### config.mk
export PLATFORM = sky130hd
export DESIGN_NAME = stopwatch_core
export DESIGN_NICKNAME = d
export VERILOG_FILES = /design/src/rtl/stopwatch_pkg.sv /design/src/rtl/sync_rise.sv /design/src/rtl/stopwatch_core.sv
export SDC_FILE = /design/constraint.sdc
export NUM_CORES = 1
export LEC_CHECK = 0
export ABC_AREA = 1
export BUFFER_PORTS_ARGS = -buffer_cell sky130_fd_sc_hd__buf_2
export CAP_MARGIN = 20
export CORE_MARGIN = 2
export CORE_UTILIZATION = 25
export DETAILED_ROUTE_END_ITERATION = 16
export PLACE_DENSITY = 0.45
export SETUP_SLACK_MARGIN = 0.02
export SYNTH_ARGS = -nofsm -noshare
export SYNTH_HDL_FRONTEND = slang
export SYNTH_HIERARCHICAL = 1
export SYNTH_SLANG_ARGS = --single-unit
### constraint.sdc
create_clock -name clock_in -period 1.5 [get_ports clock_in]
set_input_delay 0.075 -clock clock_in [delete_from_list [all_inputs] [get_ports clock_in]]
set_output_delay 0.075 -clock clock_in [all_outputs]
set_load 0.005 [all_outputs]
### src/rtl/stopwatch_pkg.sv
// Shared types and digit limits for the stopwatch core.
package stopwatch_pkg;

    // Run/pause control states.
    typedef enum logic [1:0] {
        IDLE  = 2'd0,
        RUN   = 2'd1,
        PAUSE = 2'd2
    } swState_e;

    // Highest value of a units digit (BCD 0..9).
    localparam logic [3:0] ONES_MAX = 4'd9;
    // Highest value of a tens digit (0..5).
    localparam logic [2:0] TENS_MAX = 3'd5;

endpackage

### src/rtl/sync_rise.sv
// Two-flop synchronizer plus history flop producing a one-cycle rise pulse.
// A short valid shift register keeps the history flop from being trusted
// until it holds a real sample, so a level that is already high when reset
// releases never looks like a rising edge.
module sync_rise (
    input  logic clock_in,
    input  logic rst_n,
    input  logic async_i,
    output logic rise_o
);
    logic       sync1_q;
    logic       sync2_q;
    logic       hist_q;
    logic [2:0] valid_q;

    // Synchronize the asynchronous level and remember the previous sample.
    always_ff @(posedge clock_in or negedge rst_n) begin
        if (!rst_n) begin
            sync1_q <= 1'b0;
            sync2_q <= 1'b0;
            hist_q  <= 1'b0;
            valid_q <= 3'b000;
        end else begin
            sync1_q <= async_i;
            sync2_q <= sync1_q;
            hist_q  <= sync2_q;
            valid_q <= {valid_q[1:0], 1'b1};
        end
    end

    assign rise_o = sync2_q & ~hist_q & valid_q[2];
endmodule

### src/rtl/stopwatch_core.sv
// MM:SS stopwatch with start/stop and clear buttons driven by a slow tick.
// Optional feature macro STOPWATCH_LAP_EN adds a lap button that freezes
// the displayed digits while the internal count keeps running.
module stopwatch_core
    import stopwatch_pkg::*;
#(
    parameter int MAX_MIN = 59
) (
    input  logic       clock_in,
    input  logic       rst_n,
    input  logic       tick_in,
    input  logic       start_stop,
    input  logic       clear,
`ifdef STOPWATCH_LAP_EN
    input  logic       lap,
`endif
    output logic [3:0] sec_ones,
    output logic [2:0] sec_tens,
    output logic [3:0] min_ones,
    output logic [2:0] min_tens,
    output logic       running,
    output logic       wrap
);
    localparam logic [2:0] MAX_MIN_TENS = 3'(MAX_MIN / 10);
    localparam logic [3:0] MAX_MIN_ONES = 4'(MAX_MIN % 10);

    logic       tickRise;
    logic       ssRise;
    logic       clrRise;

    swState_e   state_q;
    logic       running_q;

    logic [3:0] secOnes_q, secOnes_d;
    logic [2:0] secTens_q, secTens_d;
    logic [3:0] minOnes_q, minOnes_d;
    logic [2:0] minTens_q, minTens_d;
    logic       wrap_q, wrap_d;

    sync_rise uTickSync (.clock_in(clock_in), .rst_n(rst_n), .async_i(tick_in),    .rise_o(tickRise));
    sync_rise uSsSync   (.clock_in(clock_in), .rst_n(rst_n), .async_i(start_stop), .rise_o(ssRise));
    sync_rise uClrSync  (.clock_in(clock_in), .rst_n(rst_n), .async_i(clear),      .rise_o(clrRise));

    // Run/pause FSM; clear wins over start_stop, running is registered with the state.
    always_ff @(posedge clock_in or negedge rst_n) begin
        if (!rst_n) begin
            state_q   <= IDLE;
            running_q <= 1'b0;
        end else if (clrRise) begin
            state_q   <= IDLE;
            running_q <= 1'b0;
        end else if (ssRise) begin
            case (state_q)
                RUN: begin
                    state_q   <= PAUSE;
                    running_q <= 1'b0;
                end
                default: begin
                    state_q   <= RUN;
                    running_q <= 1'b1;
                end
            endcase
        end
    end

    // BCD cascade: a tick in RUN advances one second; MAX_MIN:59 rolls to 00:00 with wrap.
    always_comb begin
        secOnes_d = secOnes_q;
        secTens_d = secTens_q;
        minOnes_d = minOnes_q;
        minTens_d = minTens_q;
        wrap_d    = 1'b0;
        if (clrRise) begin
            secOnes_d = '0;
            secTens_d = '0;
            minOnes_d = '0;
            minTens_d = '0;
        end else if ((state_q == RUN) && tickRise) begin
            if (secOnes_q != ONES_MAX) begin
                secOnes_d = secOnes_q + 4'd1;
            end else begin
                secOnes_d = '0;
                if (secTens_q != TENS_MAX) begin
                    secTens_d = secTens_q + 3'd1;
                end else begin
                    secTens_d = '0;
                    if ((minTens_q == MAX_MIN_TENS) && (minOnes_q == MAX_MIN_ONES)) begin
                        minOnes_d = '0;
                        minTens_d = '0;
                        wrap_d    = 1'b1;
                    end else if (minOnes_q != ONES_MAX) begin
                        minOnes_d = minOnes_q + 4'd1;
                    end else begin
                        minOnes_d = '0;
                        minTens_d = minTens_q + 3'd1;
                    end
                end
            end
        end
    end

    // Live time digits and the one-cycle wrap pulse.
    always_ff @(posedge clock_in or negedge rst_n) begin
        if (!rst_n) begin
            secOnes_q <= '0;
            secTens_q <= '0;
            minOnes_q <= '0;
            minTens_q <= '0;
            wrap_q    <= 1'b0;
        end else begin
            secOnes_q <= secOnes_d;
            secTens_q <= secTens_d;
            minOnes_q <= minOnes_d;
            minTens_q <= minTens_d;
            wrap_q    <= wrap_d;
        end
    end

`ifdef STOPWATCH_LAP_EN
    logic       lapRise;
    logic       frozen_q, frozen_d;
    logic [3:0] dispSecOnes_q;
    logic [2:0] dispSecTens_q;
    logic [3:0] dispMinOnes_q;
    logic [2:0] dispMinTens_q;

    sync_rise uLapSync (.clock_in(clock_in), .rst_n(rst_n), .async_i(lap), .rise_o(lapRise));

    // Freeze starts on a lap rise in RUN; a second lap rise or any clear releases it.
    always_comb begin
        frozen_d = frozen_q;
        if (clrRise) begin
            frozen_d = 1'b0;
        end else if (lapRise) begin
            if (frozen_q) begin
                frozen_d = 1'b0;
            end else if (state_q == RUN) begin
                frozen_d = 1'b1;
            end
        end
    end

    // Display copy follows the live count unless frozen; the freezing edge keeps the old value.
    always_ff @(posedge clock_in or negedge rst_n) begin
        if (!rst_n) begin
            frozen_q      <= 1'b0;
            dispSecOnes_q <= '0;
            dispSecTens_q <= '0;
            dispMinOnes_q <= '0;
            dispMinTens_q <= '0;
        end else begin
            frozen_q <= frozen_d;
            if (!frozen_d) begin
                dispSecOnes_q <= secOnes_d;
                dispSecTens_q <= secTens_d;
                dispMinOnes_q <= minOnes_d;
                dispMinTens_q <= minTens_d;
            end
        end
    end

    assign sec_ones = dispSecOnes_q;
    assign sec_tens = dispSecTens_q;
    assign min_ones = dispMinOnes_q;
    assign min_tens = dispMinTens_q;
`else
    assign sec_ones = secOnes_q;
    assign sec_tens = secTens_q;
    assign min_ones = minOnes_q;
    assign min_tens = minTens_q;
`endif

    assign running = running_q;
    assign wrap    = wrap_q;
endmodule

# Yosys cells after proc, flatten, opt, wreduce, memory -nomap -nowiden
# Index checks and enable logic that the tools add are counted.
[op_classes] addsub=4 n_eq_ne=9 mux=30 bitwise=9 reduce_logical=7
[ops] op="$mux W4" count=9
[ops] op="$mux W3" count=10
[ops] op="$add A4 B1 Y4 const B" count=2
[ops] op="$mux W1" count=8
[ops] op="$ne A4 B4 Y1 const B" count=2
[ops] op="$add A3 B1 Y3 const B" count=2
[ops] op="$and A1 B1 Y1" count=6
[ops] op="$mux W2" count=3
[ops] op="$ne A3 B3 Y1 const B" count=2
[ops] op="$eq A4 B4 Y1 const B" count=1
[ops] op="$ne A2 B2 Y1 const B" count=2
[ops] op="$reduce_and A4 Y1" count=1
[ops] op="$reduce_bool A2 Y1" count=2
[ops] op="$eq A3 B3 Y1 const B" count=1
[ops] op="$not A1 Y1" count=3
[ops] op="$reduce_and A3 Y1" count=1
[ops] op="$eq A2 B1 Y1 const B" count=1
[ops] op="$logic_and A1 B1 Y1" count=2
[ops] op="$reduce_and A2 Y1" count=1
[word_totals] regBits=36 input_bits=5 output_inout_bits=16 wordCells=78

# Logic depth before layout (Yosys ltp)
[logic_depth] word_depth=7 ltp_mapped=10 mapped_depth_nobuf=9

# Modules after synthesis
# Netlist, hierarchy kept.
[modules_own_cells] mod="stopwatch_core" n_inst=1 cells_per_inst=135 area_each_um2=1037.2
[modules_own_cells] mod="sync_rise" n_inst=3 cells_per_inst=9 area_each_um2=163.9

# Least setup slack after synthesis
# No wires, ideal clock.
[synth_timing] path_kind="reg2reg" start="register minOnes_q[0], in the netlist min_ones[0]" end="register minOnes_q[2], in the netlist min_ones[2]" setup_time_ps=117 arrival_time_ps=1120 required_ps=1383 path_slack_ps=263 path_stages_with_launch=7 path_buffers=0 cell_sequence="dfrtp_1 ha_1 or2_2 nand3_1 nor2_1 nand2_1 nand2_1"
[synth_between] elab_chain_len=7 word_cells_on_any_way=10
[synth_lines] item="start, declared" line="stopwatch_core.sv:36" rtl="logic [3:0] minOnes_q, minOnes_d;"
[synth_lines] item="start signal, assigned" line="stopwatch_core.sv:113" rtl="minOnes_q <= minOnes_d;"
[synth_lines] item="$add A4 B1 Y4, or another cell as far along" line="stopwatch_core.sv:92" rtl="minOnes_d = minOnes_q + 4'd1;"
[synth_lines] item="$mux W4 or $logic_and A1 B1 Y1 (tied branches)" line="stopwatch_core.sv:91, stopwatch_core.sv:87"
[synth_lines] item="$mux W4 *" line="stopwatch_core.sv:87" rtl="if ((minTens_q == MAX_MIN_TENS) && (minOnes_q == MAX_MIN_ONES)) begin"
[synth_lines] item="$mux W4 *" line="stopwatch_core.sv:83" rtl="if (secTens_q != TENS_MAX) begin"
[synth_lines] item="$mux W4 *" line="stopwatch_core.sv:79" rtl="if (secOnes_q != ONES_MAX) begin"
[synth_lines] item="$mux W4 *" line="stopwatch_core.sv:78" rtl="end else if ((state_q == RUN) && tickRise) begin"
[synth_lines] item="$mux W4 *" line="stopwatch_core.sv:73" rtl="if (clrRise) begin"
# Every way passes the cells marked *; elsewhere a longest branch is shown, timed or not. The select of a mux whose other input is x is not followed.
# A chain may end at the register's enable or synchronous reset.

# Final worst setup path
[layout_timing] start="register secOnes_q[1], in the netlist sec_ones[1]" end="register minOnes_q[3], in the netlist min_ones[3]"
[layout_between] elab_chain_len=3
[layout_lines] item="start, declared" line="stopwatch_core.sv:34" rtl="logic [3:0] secOnes_q, secOnes_d;"
[layout_lines] item="start signal, assigned" line="stopwatch_core.sv:111" rtl="secOnes_q <= secOnes_d;"
[layout_lines] item="$ne A4 B4 Y1" line="stopwatch_core.sv:79"
[layout_lines] item="$ne A2 B2 Y1 (no source line)"
[layout_lines] item="$reduce_and A3 Y1 (no source line)"
# Every way passes these cells.

==> metrics <==
type of the worst setup path flip-flop to flip-flop; Avg Vias per Cell 4.04; multiplexer area fraction after synthesis 0%; post-route cell area between 1500 and 2000 µm²; I/O Pins 21; P_sw approximately 0.00071 W; Fin. Hold Viols 0; asr flop ratio synth 100%; syn_nets between 150 and 200; first-pass GRT wire length ~5000 µm; Yosys top cell by area dfrtp_1; DIE AREA about 6800 µm²; largest net degree at the start of global routing 20; Post-Route Setup TNS 0 ns; Root Driver clkbuf_8; fin crit period ~1.4 ns; GRT overflow 0; Clk pwr share 35.5%; Max rail drop VDD ~0.00074 V; starting density of the core roughly a quarter; #FFs+latches synth 35; switching share of total power 28.9%; Filler Cell Count ~600; Final ANT Viol Nets 0; Core Region between 5000 and 6000 µm²; pwr dens 1280 nW/µm²; RSZ-0062 raised after global routing no; Compound-Gate Fraction of Synth Area between 2 and 3%; Die W approximately 82 µm; IO Port Bufs 20; Critical Path AT approximately 1.5 ns; Tightest Hold Check Type primary input to async pin; FF-to-FF setup slack about 0.14 ns; # diodes 0; Pleak between 0.9 and 1 nW; top-count cell post-synth nand2_1; Clk Latency, worst-skew pair 0.29 ns; WP buf/inv 1; final wirelength about 2800 µm; skew final between 0.003 and 0.004 ns; Detailed Route Iter0 Violations 37; GR Util All Layers under 10%; chip height between 80 and 90 µm; Synth top area share a little under three fifths; layout cells sized above 1 around 30%; Post-Synth Simple-Gate Area a little over a quarter; critical-path maximum fanout 5; Top FF cell, synth dfrtp_1; placed inst area 1740 µm²; Post-Syn Area about 1500 µm²; Seq/Total Area, Yosys 57.3%; Max H-tree Level 2; max-cap violations 0; drt drc 0; slowest CP cell dfrtp_1; CP Launch Type flip-flop; critical path cell sequence inv_1, ha_1, nand2_1, nor2_2, nand2_2, nand2_4, nand2_2, nand2_1, nand2_1; CTS tree done; Post-DP HPWL around 2000 µm; FP Rows 28; initial antenna violation count 0; routed len/inst ~10 µm; top post-synthesis cells by area dfrtp_1 (57%), nand2_1 (11%), ha_1 (4.9%); Worst path max stage delay approximately 0.42 ns; CP top delay family simple AND/OR/NAND/NOR gates; Fmax around 740 MHz; Commonest cells post-synth nand2_1 (46), dfrtp_1 (35), nor2_1 (14), inv_1 (10), nand3_1 (10); XOR/XNOR Fraction of Synth Area roughly 1.7%; post-synth cell types 25; Post-Syn Area per Cell 9.44 µm²; Ys Warns 6; final worst path period share a little over 90%; CP most frequent cell nand2_1; GP Congestion 0.711; part of the power in combinational logic between 15 and 20%; main combinational cell family by area after synthesis simple AND/OR/NAND/NOR gates; clock sinks 35; via count 1094; status finished clean; Post-Synthesis Cells 162; Clock Pin Slew Worst Setup and Hold Paths around 0.080 ns; Sequential Power Share 47.3%; Post-synth EDFFs 0; final setup fails 0; total power between 0.002 and 0.0025 W; required arrival time at the worst endpoint 1.68 ns; P_int between 0.0015 and 0.002 W; area grow syn2layout 25.2%; vias in the first global route between 1000 and 1500; max-slew violation count 0; router iterations before antenna repair 4; clk buf depth 2; Synth Area in Adders 4.91%; critical path endpoint category flip-flop; Final Net Count just over 200; CTS Buf Count 5
[flip-flops by register name, summed over array words and instances, names as in the netlist, 2 cells and up]
register,count
uSsSync/valid_q,3
sec_ones,4
sec_tens,3
uClrSync/valid_q,3
min_tens,3
uTickSync/valid_q,3
min_ones,4
state_q,2
[stage by stage]
stage                     std cells  hold slack, ns  utilization [%]  setup WS (ns)
final                           271           0.237             32.3          0.140
after detailed placement        258          0.0222             29.4          0.133
after floorplan                 162          -0.221                -          0.263
after CTS                       270           0.243             32.0          0.116
after global placement          258          0.0280             29.4          0.129
after global routing            271           0.278             32.3        0.00635
[kinds of logic (layout without fill, tap and decap cells)]
logic type | Yosys count | in the layout
AND/OR/NAND/NOR | 90 | 90
flip-flops | 35 | 35
buffers and inverters | 17 | 51
AO/OA/AOI/OAI | 8 | 8
adder cells (fa/ha/maj) | 6 | 6
other | 3 | 3
XOR/XNOR | 3 | 3
[path summary, 6_finish.rpt]
path / from / endpoint / cells past startpoint
min in group clock_in: uSsSync/valid_q[1]$_DFF_PN0_ / uSsSync/valid_q[2]$_DFF_PN0_ / 0
hold reg to reg: uSsSync/valid_q[1]$_DFF_PN0_ / uSsSync/valid_q[2]$_DFF_PN0_ / 0
hold / removal: rst_n / uTickSync/sync1_q$_DFF_PN0_ / 2
setup / recovery: sec_ones[1]$_DFFE_PN0P_ / min_ones[3]$_DFFE_PN0P_ / 9
max in group asynchronous: rst_n / min_ones[1]$_DFFE_PN0P_ / 3
setup reg to reg: sec_ones[1]$_DFFE_PN0P_ / min_ones[3]$_DFFE_PN0P_ / 9
[metal layers]
| layer | part of all wire [%] | vias to the layer above | track usage [%] |
|---|---|---|---|
| met5 | 0 | - | 0 |
| met1 | 49 | 504 | 13.0 |
| met4 | 1.6 | 0 | 4.50 |
| met2 | 44 | 19 | 14.7 |
| met3 | 5.5 | 6 | 3.04 |
| li1 | - | 565 | - |
[what timing repair did]
item / 4_1_cts / 5_1_grt
hold endpoints to repair: 19 / 0
setup buffers: 0 / 1
gates resized for setup: 0 / 5
hold buffers: 4 / 0
endpoints found under the setup margin: 0 / 8
[power groups by stage]
stage / logic, W / registers [W] / clock network, W
4_1_cts: 0.000424 / 0.00116 / 0.000908
3_5_place_dp: 0.000413 / 0.00118 / 0
5_1_grt: 0.000494 / 0.00118 / 0.000942
2_1_floorplan: 0.000245 / 0.00117 / 0
3_3_place_gp: 0.000414 / 0.00118 / 0
6_report: 0.000422 / 0.00116 / 0.000871
[area by class of cell]
| type | count | area [µm²] | share of cell area, % |
|---|---|---|---|
| flip-flops and latches | 35 | 877 | 45.8 |
| well taps | 75 | 93.8 | 4.90 |
| clock buffers | 5 | 68.8 | 3.59 |
| multi-input cells | 110 | 586 | 30.6 |
| inverters | 15 | 58.8 | 3.07 |
| clock inverters | 3 | 47.5 | 2.48 |
| repair buffers | 28 | 183 | 9.54 |
[cells in the final DEF (no fill, tap or decap), types with 4 or more instances in the layout]
cell type / netlist / layout
nand2_1: 46 / 45
nor2_1: 14 / 11
dfrtp_1: 35 / 34
nand3_1: 10 / 10
inv_2: 4 / 4
nor2_2: 4 / 7
clkbuf_8: 0 / 5
dlygate4sd3_1: 0 / 4
buf_2: 0 / 20
ha_1: 6 / 6
inv_1: 10 / 10
nand2_2: 6 / 7
No activity file was read; power rests on OpenSTA's default activity.
